<file path="src/rtl/game_pkg.sv">
// Shared encodings for the fighter datapath: hit-detector flag codes,
// player FSM state codes and the stun status encoding.
package game_pkg;

    typedef enum logic [1:0] {
        NOT_HIT   = 2'b00,
        HIT_BASIC = 2'b01,
        HIT_DIR   = 2'b10
    } hit_t;

    // Only the codes this block requests; the player FSM owns the full set.
    typedef enum logic [3:0] {
        S_IDLE      = 4'd0,
        S_HITSTUN   = 4'd9,
        S_BLOCKSTUN = 4'd10
    } player_state_t;

    typedef enum logic [1:0] {
        STUN_NONE  = 2'b00,
        STUN_HIT   = 2'b01,
        STUN_BLOCK = 2'b10,
        STUN_KO    = 2'b11
    } stun_t;

endpackage

</file>
<file path="src/rtl/frame_countdown.sv">
// Loadable down-counter advanced by frame_tick; expire pulses combinationally
// on the tick that takes the count from 1 to 0.
module frame_countdown #(
    parameter int unsigned CNT_W = 6
) (
    input  logic             clk,
    input  logic             rst_n,
    input  logic             clear,
    input  logic             load,
    input  logic [CNT_W-1:0] load_val,
    input  logic             tick,
    output logic             expire
);

    logic [CNT_W-1:0] count;

    always_ff @(posedge clk) begin
        if (!rst_n || clear) begin
            count <= '0;
        end else if (load) begin
            count <= load_val;
        end else if (tick && count != '0) begin
            count <= count - 1'b1;
        end
    end

    // A load in the same cycle wins over the tick, so no expiry then.
    assign expire = tick && !load && !clear && (count == CNT_W'(1));

endmodule

</file>
<file path="src/rtl/hit_response.sv">
// Per-player hit consumer: one-shot hit events, damage, hitstun/blockstun timing.
// Define CHIP_DAMAGE_EN to make blocked basic hits cost 1 health.
module hit_response
    import game_pkg::*;
#(
    parameter int unsigned HEALTH_MAX       = 100,
    parameter int unsigned BASIC_DMG        = 5,
    parameter int unsigned DIR_DMG          = 10,
    parameter int unsigned HITSTUN_FRAMES   = 20,
    parameter int unsigned BLOCKSTUN_FRAMES = 12,
    parameter int unsigned CNT_W            = 6
) (
    input  logic       clk,
    input  logic       rst_n,
    input  logic       frame_tick,
    input  logic       round_restart,
    input  logic [1:0] hit_flag,
    input  logic       blocking,
    output logic [6:0] health,
    output logic [1:0] stun,
    output logic [3:0] stun_state,
    output logic       hit_ack,
    output logic       knocked_out
);

    typedef enum logic [1:0] {
        R_READY,
        R_HITSTUN,
        R_BLOCKSTUN,
        R_KO
    } rsp_state_t;

    localparam logic [6:0] HEALTH_FULL = 7'(HEALTH_MAX);
    localparam logic [6:0] BASIC_D     = 7'(BASIC_DMG);
    localparam logic [6:0] DIR_D       = 7'(DIR_DMG);
`ifdef CHIP_DAMAGE_EN
    localparam logic [6:0] CHIP_D      = 7'd1;
`else
    localparam logic [6:0] CHIP_D      = 7'd0;
`endif

    rsp_state_t       state, state_nxt;
    logic [6:0]       health_nxt;
    logic             armed, armed_nxt;
    logic             ko_nxt;
    logic             flag_valid, blocked, accept, ko_hit;
    logic [6:0]       dmg, dmg_health;
    logic             cnt_load, cnt_tick, cnt_expire;
    logic [CNT_W-1:0] cnt_val;

    frame_countdown #(.CNT_W(CNT_W)) u_stun_cnt (
        .clk      (clk),
        .rst_n    (rst_n),
        .clear    (round_restart),
        .load     (cnt_load),
        .load_val (cnt_val),
        .tick     (cnt_tick),
        .expire   (cnt_expire)
    );

    always_ff @(posedge clk) begin
        if (!rst_n) begin
            state       <= R_READY;
            health      <= HEALTH_FULL;
            armed       <= 1'b1;
            hit_ack     <= 1'b0;
            knocked_out <= 1'b0;
        end else begin
            state       <= state_nxt;
            health      <= health_nxt;
            armed       <= armed_nxt;
            hit_ack     <= accept;
            knocked_out <= ko_nxt;
        end
    end

    always_comb begin
        flag_valid = (hit_flag == HIT_BASIC) || (hit_flag == HIT_DIR);
        blocked    = (hit_flag == HIT_BASIC) && blocking;
        accept     = flag_valid && armed && (state == R_READY) && !round_restart;

        if (hit_flag == HIT_DIR) dmg = DIR_D;
        else if (blocked)        dmg = CHIP_D;
        else                     dmg = BASIC_D;

        // Compare before subtracting so the health never wraps below zero.
        dmg_health = (health > dmg) ? (health - dmg) : '0;
        ko_hit     = accept && (dmg_health == '0);

        state_nxt  = state;
        health_nxt = health;
        ko_nxt     = knocked_out;
        armed_nxt  = !flag_valid;
        cnt_load   = 1'b0;
        cnt_val    = blocked ? CNT_W'(BLOCKSTUN_FRAMES) : CNT_W'(HITSTUN_FRAMES);
        cnt_tick   = frame_tick && (state == R_HITSTUN || state == R_BLOCKSTUN);

        if (round_restart) begin
            state_nxt  = R_READY;
            health_nxt = HEALTH_FULL;
            ko_nxt     = 1'b0;
            armed_nxt  = 1'b0;
        end else if (accept) begin
            health_nxt = dmg_health;
            if (ko_hit) begin
                state_nxt = R_KO;
                ko_nxt    = 1'b1;
            end else begin
                state_nxt = blocked ? R_BLOCKSTUN : R_HITSTUN;
                cnt_load  = 1'b1;
            end
        end else if (cnt_expire) begin
            state_nxt = R_READY;
        end
    end

    always_comb begin
        stun       = STUN_NONE;
        stun_state = S_IDLE;
        case (state)
            R_HITSTUN:   begin stun = STUN_HIT;   stun_state = S_HITSTUN;   end
            R_BLOCKSTUN: begin stun = STUN_BLOCK; stun_state = S_BLOCKSTUN; end
            R_KO:        begin stun = STUN_KO;    stun_state = S_HITSTUN;   end
            default:     begin stun = STUN_NONE;  stun_state = S_IDLE;      end
        endcase
    end

endmodule

</file>
<file path="config.mk">
export PLATFORM = sky130hd
export DESIGN_NAME = hit_response
export DESIGN_NICKNAME = d
export VERILOG_FILES = /design/src/rtl/game_pkg.sv /design/src/rtl/frame_countdown.sv /design/src/rtl/hit_response.sv
export SDC_FILE = /design/constraint.sdc
export NUM_CORES = 1
export LEC_CHECK = 0
export ABC_CLOCK_PERIOD_IN_PS = 6400
export CAP_MARGIN = 20
export CORE_MARGIN = 4
export CORE_UTILIZATION = 50
export DETAILED_ROUTE_END_ITERATION = 12
export PLACE_DENSITY = 0.76
export SETUP_SLACK_MARGIN = 0.3
export SKIP_LAST_GASP = 1
export SLEW_MARGIN = 40
export SYNTH_ARGS = -nofsm -noshare
export SYNTH_HDL_FRONTEND = slang
export SYNTH_SLANG_ARGS = --single-unit
</file>
<file path="constraint.sdc">
create_clock -name clk -period 6.4 [get_ports clk]
set_input_delay 1.6 -clock clk [delete_from_list [all_inputs] [get_ports clk]]
set_output_delay 1.6 -clock clk [all_outputs]
set_load 0.005 [all_outputs]
</file>
---- Word-level counts from Yosys, hierarchy flattened ----
Index checks and enable logic that the tools add are counted.
storage, ports and cells
  output and inout port bits .............. 15
  register bits ........................... 18
  word-level logic and storage cells ...... 57
operators by class
  bitwise operators ....................... 1
  mux-type cells .......................... 16
  $add $sub $neg .......................... 2
  reductions and logical operators ........ 25
  order comparisons ....................... 1
  eq/ne operators ......................... 6
operators by type and width
  operator             number
  $mux 6               2
  $logic_and 1x1->1    10
  $mux 2               4
  $pmux 4 s2           1
  $gt 7x7->1           1
  $logic_not 7->1      1
  $mux 7               1
  $sub 7x7->7          1
  $eq 2x2->1 const B   3
  $eq 6x1->1 const B   1
  $pmux 2 s3           1
  $reduce_bool 6->1    1
  $sub 6x1->6 const B  1
  $mux 5               1
  $eq 2x1->1 const B   2
  $logic_not 1->1      4
  $mux 1               4
  $mux 4               1
  $reduce_bool 2->1    2
  $reduce_or 2->1      2
  $logic_or 1x1->1     3
  $mux 3               1
  $logic_not 2->1      1
  $reduce_and 2->1     1
  $not 1->1            1

---- Depth between registers and ports, before layout ----
Gate-level depths: netlist of run 1.
  depth after elaboration ................. 17
  gate-level depth with buffers ........... 11
  depth with buffers taken out ............ 11

---- Cells and area by module ----
From an unflattened synthesis of run 1, not the netlist that was laid out.
unflattened totals
  cell total of the unflattened synthesis .. 161
  area total of the unflattened synthesis .. 1,352.5 µm²
by module, submodules not included
  module           sequential area each (µm²)  area an instance (µm²)  instances  cells an instance
  hit_response     240.2                       944.7                   1          114
  frame_countdown  120.1                       407.9                   1          47

---- Worst setup path after synthesis of run 1 ----
No wires, ideal clock.
  path type ............................... input to register
  start ................................... input hit_flag[0]
  end ..................................... register state[1]
  required time ........................... 6.280 ns
  arrival ................................. 3.676 ns
  path buffers ............................ 1
  slack ................................... 2.604 ns
  stages .................................. 11
  path through ............................ inv_1 -> ha_1 -> a21o_2 -> ha_1 -> and4b_4 -> and2_1 -> o211a_1 -> buf_8 -> a31oi_2 -> nor3_2 -> o31a_1
between the ends
  cells in the longest elaborated chain, start to end .. 16
  elaborated cells between the ends (all ways) .. 25
RTL lines
  what                                              line                                    text
  start, declared                                   hit_response.sv:17                      input logic [1:0] hit_flag,
  $eq 2x1->1                                        hit_response.sv:78, hit_response.sv:79
  $logic_and 1x1->1                                 hit_response.sv:79                      blocked = (hit_flag == HIT_BASIC) && blocking;
  $mux 3                                            hit_response.sv:83                      else if (blocked) dmg = CHIP_D;
  $mux 4                                            hit_response.sv:82                      if (hit_flag == HIT_DIR) dmg = DIR_D;
  $sub 7x7->7 / $gt 7x7->1 (equally long branches)  hit_response.sv:87                      dmg_health = (health > dmg) ? (health - dmg) : '0;
  $mux 7                                            hit_response.sv:87
  $logic_not 7->1                                   hit_response.sv:88                      ko_hit = accept && (dmg_health == '0);
  $logic_and 1x1->1                                 hit_response.sv:88
  $mux 1                                            hit_response.sv:105                     if (ko_hit) begin
  $mux 1                                            hit_response.sv:103                     end else if (accept) begin
  $mux 1                                            hit_response.sv:98                      if (round_restart) begin
  $logic_not 1->1                                   frame_countdown.sv:28                   assign expire = tick && !load && !clear && (count == CNT_W'(1));
  $logic_and 1x1->1 (3 in series)                   frame_countdown.sv:28
  $reduce_bool 2->1 (no source line)                n/a
  end signal, assigned                              hit_response.sv:69                      state <= state_nxt;
  end, declared                                     hit_response.sv:42                      rsp_state_t state, state_nxt;
Parallel ways exist; a longest one is shown, timed or not.
A chain may end at the register's enable or synchronous reset.

---- Final worst setup path of run 1 ----
Ends and elaborated chain as after synthesis.

==> impl_metrics.env, run 1 <==
export IMPL_switching_power_uw=69.6
export IMPL_timing_hold_violations_final=0
export IMPL_post_drt_via_cell_ratio=5.72
export IMPL_worst_slew_margin_rel_pct=63.7
export IMPL_mean_instance_size_in_the_synthesized_netlist_um2=8.50
export IMPL_yosysMostFrequentCell="dfxtp_1"
export IMPL_drive_gt1_share_pct=9.41
export IMPL_synth_top_cell_by_area="dfxtp_1"
export IMPL_clk_latency_ps=290
export IMPL_placementRows=18
export IMPL_fin_cells=200
export IMPL_tritoncts="yes"
export IMPL_cts_hold_fix_buffers=0
export IMPL_power_report_internal_total_uw=164
export IMPL_ys_ff_latch=18
export IMPL_synth_cells=153
export IMPL_data_arrival_time_of_the_critical_path_ps=4360
export IMPL_synth_top_area_share_pct=27.7
export IMPL_area_growth_syn_to_layout_pct=16.8
export IMPL_grt_max_degree=14
export IMPL_fillerInstances=227
export IMPL_drt_pre_antenna_iters=4
export IMPL_reg2reg_depth=9
export IMPL_power_leakage_nw=0.605
export IMPL_numCtsBuffers=3
export IMPL_dp_cells=197
export IMPL_worst_hold_startpoint="knocked_out"
export IMPL_synthMuxAreaShare_pct=0.770
export IMPL_yosysSeqAreaShare_pct=27.7
export IMPL_regToRegSetupSlack_ps=3900
export IMPL_ys_top_cells_by_area="dfxtp_1 (28%), ha_1 (13%), a21oi_1 (4.2%)"
export IMPL_setup_violations_final=0
export IMPL_fmax_mhz=240
export IMPL_worst_clk_skew_ps=0.751
export IMPL_synth_distinct_cells=51
export IMPL_timing_hold_worst_endpoint="knocked_out"
export IMPL_worst_slack_ps=2230
export IMPL_overflow=0
export IMPL_clock_path_buffers=2
export IMPL_end_kind="flop"
export IMPL_worst_pin_slew_ps=544
export IMPL_cellPowerDensity_mw_per_mm2=154
export IMPL_die_height_um=59.0
export IMPL_grt_setup_unrepaired="false"
export IMPL_setup_worst_path_class="input pin to flop"
export IMPL_crit_reg2reg_launch="health[0]"
export IMPL_post_synth_fa_ha_maj_area_fraction_pct=14.1
export IMPL_worstPathRequired_ps=6590
export IMPL_route_detailed_wl_per_inst_um=14.3
export IMPL_cts_root_buf="clkbuf_4"
export IMPL_via_count=1143
export IMPL_number_of_enable_flip_flop_cells_after_synthesis=0
export IMPL_comb_power_share_pct=25.8
export IMPL_drv_max_cap_violation_count=0
export IMPL_finalWirelength_um=2860
export IMPL_seq_power_share_pct=50.5
export IMPL_clock_share_of_power_pct=23.7
export IMPL_r2r_end="u_stun_cnt.count[1]"
export IMPL_place_port_buffers=20
export IMPL_global_route_wire_length_before_repair_um=5010
export IMPL_max_vdd_ir_drop_mv=0.196
export IMPL_fin_crit_ps=4170
export IMPL_critPathLaunchType="input pin"
export IMPL_die_w_um=59.0
export IMPL_place_congestion=0.858
export IMPL_worst_hold_path_stage_count=1
export IMPL_cts_setup_buffers=0
export IMPL_global_route_usage_total_pct=18.4
export IMPL_first_global_vias=1123
export IMPL_dominant_combinational_cell_family_by_area_after_synthesis="simple AND/OR/NAND/NOR gates"
export IMPL_io_pins=22
export IMPL_initial_core_util_pct=52.5
export IMPL_synth_warnings=0
export IMPL_drc=0
export IMPL_drt_antenna_violating_nets=0
export IMPL_switching_share_pct=29.8
export IMPL_synth_async_reset_ratio_pct=0
export IMPL_die_area_mm2=0.00348
export IMPL_initialDrtViolationCount=46
export IMPL_cts_htree_levels=1
export IMPL_cts_reportedPaths_clkPinSlew_ps=100
export IMPL_mappedNetlistArea_mm2=0.00130
export IMPL_synth_xor_xnor_area_share_pct=5.39
export IMPL_nNetsFinal=193
export IMPL_synth_ff_type="dfxtp_1"
export IMPL_drv_slew=0
export IMPL_yosys_area_share_simple_pct=24.7
export IMPL_final_min_period_over_clock_period_pct=65.2
export IMPL_worstHoldPathType="flop to flop"
export IMPL_core_area_mm2=0.00248
export IMPL_antenna_violations_before_repair=0
export IMPL_number_of_diodes_added_for_antenna_fixing=0
export IMPL_mappedNetlistNets=174
export IMPL_synthTopCellsByCount="dfxtp_1 (18), ha_1 (13), nor2_1 (13), a21oi_1 (11), inv_1 (11)"
export IMPL_cts_repair_resized=0
export IMPL_detailed_place_hpwl_um=2260
export IMPL_critPathMaxFanout=9
export IMPL_result_of_the_run="completed"
export IMPL_synth_compound_area_share_pct=20.7
export IMPL_setup_tns_ps=0
export IMPL_pre_cts_ws_ps=1920
export IMPL_clkSinkCount=18
## flip-flops by register name, indices dropped and copies added (netlist names)
| register | cells |
|---|---|
| state | 2 |
| u_stun_cnt.count | 6 |
| armed | 1 |
| health | 7 |
| knocked_out | 1 |
| hit_ack | 1 |
## worst max-delay path by stage
| stage | startpoint | end | slack [ps] | cells after the start |
|---|---|---|---|---|
| 2_1_floorplan | hit_flag[0] | state[1] | 2600 | 11 |
| 3_3_place_gp | hit_flag[0] | u_stun_cnt.count[4] | 1990 | 11 |
| 3_5_place_dp | hit_flag[0] | u_stun_cnt.count[4] | 1920 | 11 |
| 4_1_cts | hit_flag[0] | u_stun_cnt.count[4] | 2230 | 11 |
| 5_1_grt | hit_flag[0] | u_stun_cnt.count[1] | 1920 | 11 |
| 6_report | hit_flag[0] | state[1] | 2230 | 11 |
## layout by cell type, fill, tap and decap left out, types with 2 or more instances in the layout
cell type / count
a21o_2: 2
nor3_1: 5
nor2b_1: 3
dfxtp_1: 18
a21oi_1: 11
xor2_1: 6
xnor2_1: 2
clkbuf_4: 3
o21ai_0: 5
or2_2: 2
and2_1: 2
nand3_1: 6
nand2_1: 10
o31ai_1: 2
ha_1: 13
nor3b_1: 2
nor2_1: 13
nand4b_1: 3
o21ai_1: 2
and3_2: 2
clkdlybuf4s50_1: 20
inv_1: 11
## routing by layer
metal	global-route usage, %	part of all wire, %	vias up
li1	-	-	577
met1	24.0	45	527
met2	30.6	48	37
met3	4.36	6.2	2
met4	4.53	0.49	0
met5	0	0	-
## layout make-up
cell class	instances	area, um^2	area share [%]
multi-input combinational	118	857	56.4
sequential	18	360	23.7
timing repair buffer	20	200	13.2
inverter	11	41.3	2.72
tap	30	37.5	2.47
clock buffer	3	22.5	1.48
## power by group through the flow
stage	clock [mW]	sequential, mW	combinational (mW)
floorplan	0	0.120	0.0430
global placement	0	0.120	0.0583
detailed placement	0	0.121	0.0596
CTS	0.0570	0.118	0.0599
global route	0.0615	0.119	0.0671
finish	0.0554	0.118	0.0603
## cell families after synthesis
| logic type | after synthesis |
|---|---|
| other cells | 1 |
| buf+inv | 17 |
| compound gates | 36 |
| xor+xnor | 8 |
| mux | 1 |
| simple gates | 58 |
| fa+ha+maj | 14 |
| flops | 18 |
## through the flow
stage          hold slack [ps]  total power, mW  util, %  area (um^2)
6_report                   477            0.234     61.3         1520
3_3_place_gp               450            0.179     60.4         1500
4_1_cts                    484            0.235     61.3         1520
5_1_grt                    522            0.247     61.3         1520
2_1_floorplan              464            0.163        -         1300
3_5_place_dp               461            0.180     60.4         1500
## critical path: stages
cell and delay [ps]:
clkdlybuf4s50_1 480, inv_1 50, ha_1 250, a21o_2 240, ha_1 340, and4b_4 240
and2_1 160, o211a_1 310, a31oi_2 280, nor3_2 90, o31a_1 310
(Power assumes the default switching activity.)
==> inputs of run 2 (changes only) <==
- ABC_CLOCK_PERIOD_IN_PS: 6400 -> 4000
- clock period: 6.4 -> 4 ns (I/O delays scaled with it)
==> impl_metrics.env, run 2 (same netlist as run 1, synthesis figures left out) <==
export IMPL_timing_hold_violations_final=0
export IMPL_setup_violations_final=0
export IMPL_cts_htree_levels=1
export IMPL_timing_hold_worst_endpoint="knocked_out"
export IMPL_io_pins=22
export IMPL_antenna_violations_before_repair=0
export IMPL_end_kind="flop"
export IMPL_initial_core_util_pct=52.5
export IMPL_critPathMaxFanout=9
export IMPL_largest_registers="health x7, u_stun_cnt.count x6, state x2"
export IMPL_drive_gt1_share_pct=12.4
export IMPL_die_w_um=59.0
export IMPL_global_route_wire_length_before_repair_um=5010
export IMPL_r2r_end="u_stun_cnt.count[1]"
export IMPL_layout_commonest_cell="clkdlybuf4s50_1"
export IMPL_worstHoldPathType="flop to flop"
export IMPL_post_drt_via_cell_ratio=5.78
export IMPL_global_route_usage_total_pct=18.4
export IMPL_core_area_mm2=0.00248
export IMPL_setup_tns_ps=0
export IMPL_crit_reg2reg_launch="health[0]"
export IMPL_numCtsBuffers=3
export IMPL_worstPathRequired_ps=4170
export IMPL_nNetsFinal=193
export IMPL_max_ffs_per_register=7
export IMPL_overflow=0
export IMPL_fillerInstances=212
export IMPL_drt_antenna_violating_nets=0
export IMPL_reg2reg_depth=9
export IMPL_result_of_the_run="completed"
export IMPL_worst_hold_path_stage_count=1
export IMPL_cts_hold_fix_buffers=0
export IMPL_cts_root_buf="clkbuf_4"
export IMPL_pre_cts_ws_ps=123
export IMPL_finalWirelength_um=2910
export IMPL_data_arrival_time_of_the_critical_path_ps=3730
export IMPL_grt_setup_unrepaired="true"
export IMPL_critPathLaunchType="input pin"
export IMPL_area_growth_syn_to_layout_pct=20.5
export IMPL_die_area_mm2=0.00348
export IMPL_drv_max_cap_violation_count=0
export IMPL_placementRows=18
export IMPL_regMostFlops="health"
export IMPL_final_cell_mix="clkdlybuf4s50_1 (20), dfxtp_1 (18), nor2_1 (13), ha_1 (13)"
export IMPL_number_of_diodes_added_for_antenna_fixing=0
export IMPL_clock_path_buffers=2
export IMPL_place_port_buffers=20
export IMPL_route_detailed_wl_per_inst_um=14.5
export IMPL_via_count=1155
export IMPL_clk_latency_ps=290
export IMPL_detailed_place_hpwl_um=2260
export IMPL_power_leakage_nw=0.613
export IMPL_regToRegSetupSlack_ps=1480
export IMPL_tritoncts="yes"
export IMPL_drc=0
export IMPL_cellPowerDensity_mw_per_mm2=245
export IMPL_worst_hold_startpoint="knocked_out"
export IMPL_worst_pin_slew_ps=577
export IMPL_die_height_um=59.0
export IMPL_setup_worst_path_class="input pin to flop"
export IMPL_worst_slack_ps=440
export IMPL_worst_clk_skew_ps=1.70
export IMPL_fin_crit_ps=3560
export IMPL_fmax_mhz=281
export IMPL_drt_pre_antenna_iters=4
export IMPL_worst_slew_margin_rel_pct=61.5
export IMPL_first_global_vias=1123
export IMPL_cts_reportedPaths_clkPinSlew_ps=100
export IMPL_finalPower_uw=383
export IMPL_place_congestion=0.858
export IMPL_drv_slew=0
export IMPL_clkSinkCount=18
export IMPL_initialDrtViolationCount=44
export IMPL_grt_max_degree=14
export IMPL_final_min_period_over_clock_period_pct=89.0
export IMPL_max_vdd_ir_drop_mv=0.320
run 2: worst max-delay path by stage:
stage	from	to	slack [ps]
finish	hit_flag[0]	u_stun_cnt.count[3]	440
floorplan	hit_flag[0]	state[1]	800
CTS	hit_flag[0]	u_stun_cnt.count[4]	430
detailed placement	hit_flag[0]	u_stun_cnt.count[4]	120
global route	hit_flag[0]	u_stun_cnt.count[3]	260
global placement	hit_flag[0]	u_stun_cnt.count[4]	190
run 2: final cells by class:
type / count / area, um^2 / area share, %
inverter: 11 / 41.3 / 2.64
clock buffer: 3 / 22.5 / 1.44
sequential: 18 / 360 / 23.0
tap: 30 / 37.5 / 2.40
timing repair buffer: 20 / 200 / 12.8
multi-input combinational: 118 / 905 / 57.7
run 2: report_power, final:
group | internal [mW] | switching (mW)
logic | 0.0460 | 0.0572
clock network | 0.0351 | 0.0561
registers | 0.184 | 0.00514
total | 0.265 | 0.118
run 2: what timing repair did:
item	CTS	global route
setup endpoints to repair	0	7
hold endpoints to repair	0	0
buffers inserted	0	0
gates resized for setup	0	8
run 2: critical path: stages:
cell	delay (ps)
clkdlybuf4s50_1	480
inv_1	50
ha_1	250
a21o_2	240
ha_1	350
and4b_4	250
and2_1	160
o211a_1	330
a311o_2	420
nand2_2	120
o31ai_1	80
run 2: per-stage QoR:
| stage | util (%) | instance area [um^2] | hold WS [ps] | std cells |
|---|---|---|---|---|
| floorplan | - | 1300 | 464 | 153 |
| global placement | 60.4 | 1500 | 450 | 197 |
| detailed placement | 60.4 | 1500 | 461 | 197 |
| CTS | 61.3 | 1520 | 484 | 200 |
| global route | 63.2 | 1570 | 522 | 200 |
| finish | 63.2 | 1570 | 478 | 200 |
run 2: metal layers:
layer  track usage, %  wire length, um  up-vias
met2             30.6             1410       31
met4             4.53               15        0
met1             24.0             1340      550
met3             4.36              142        2
li1                 -                -      572
met5                0                0        -
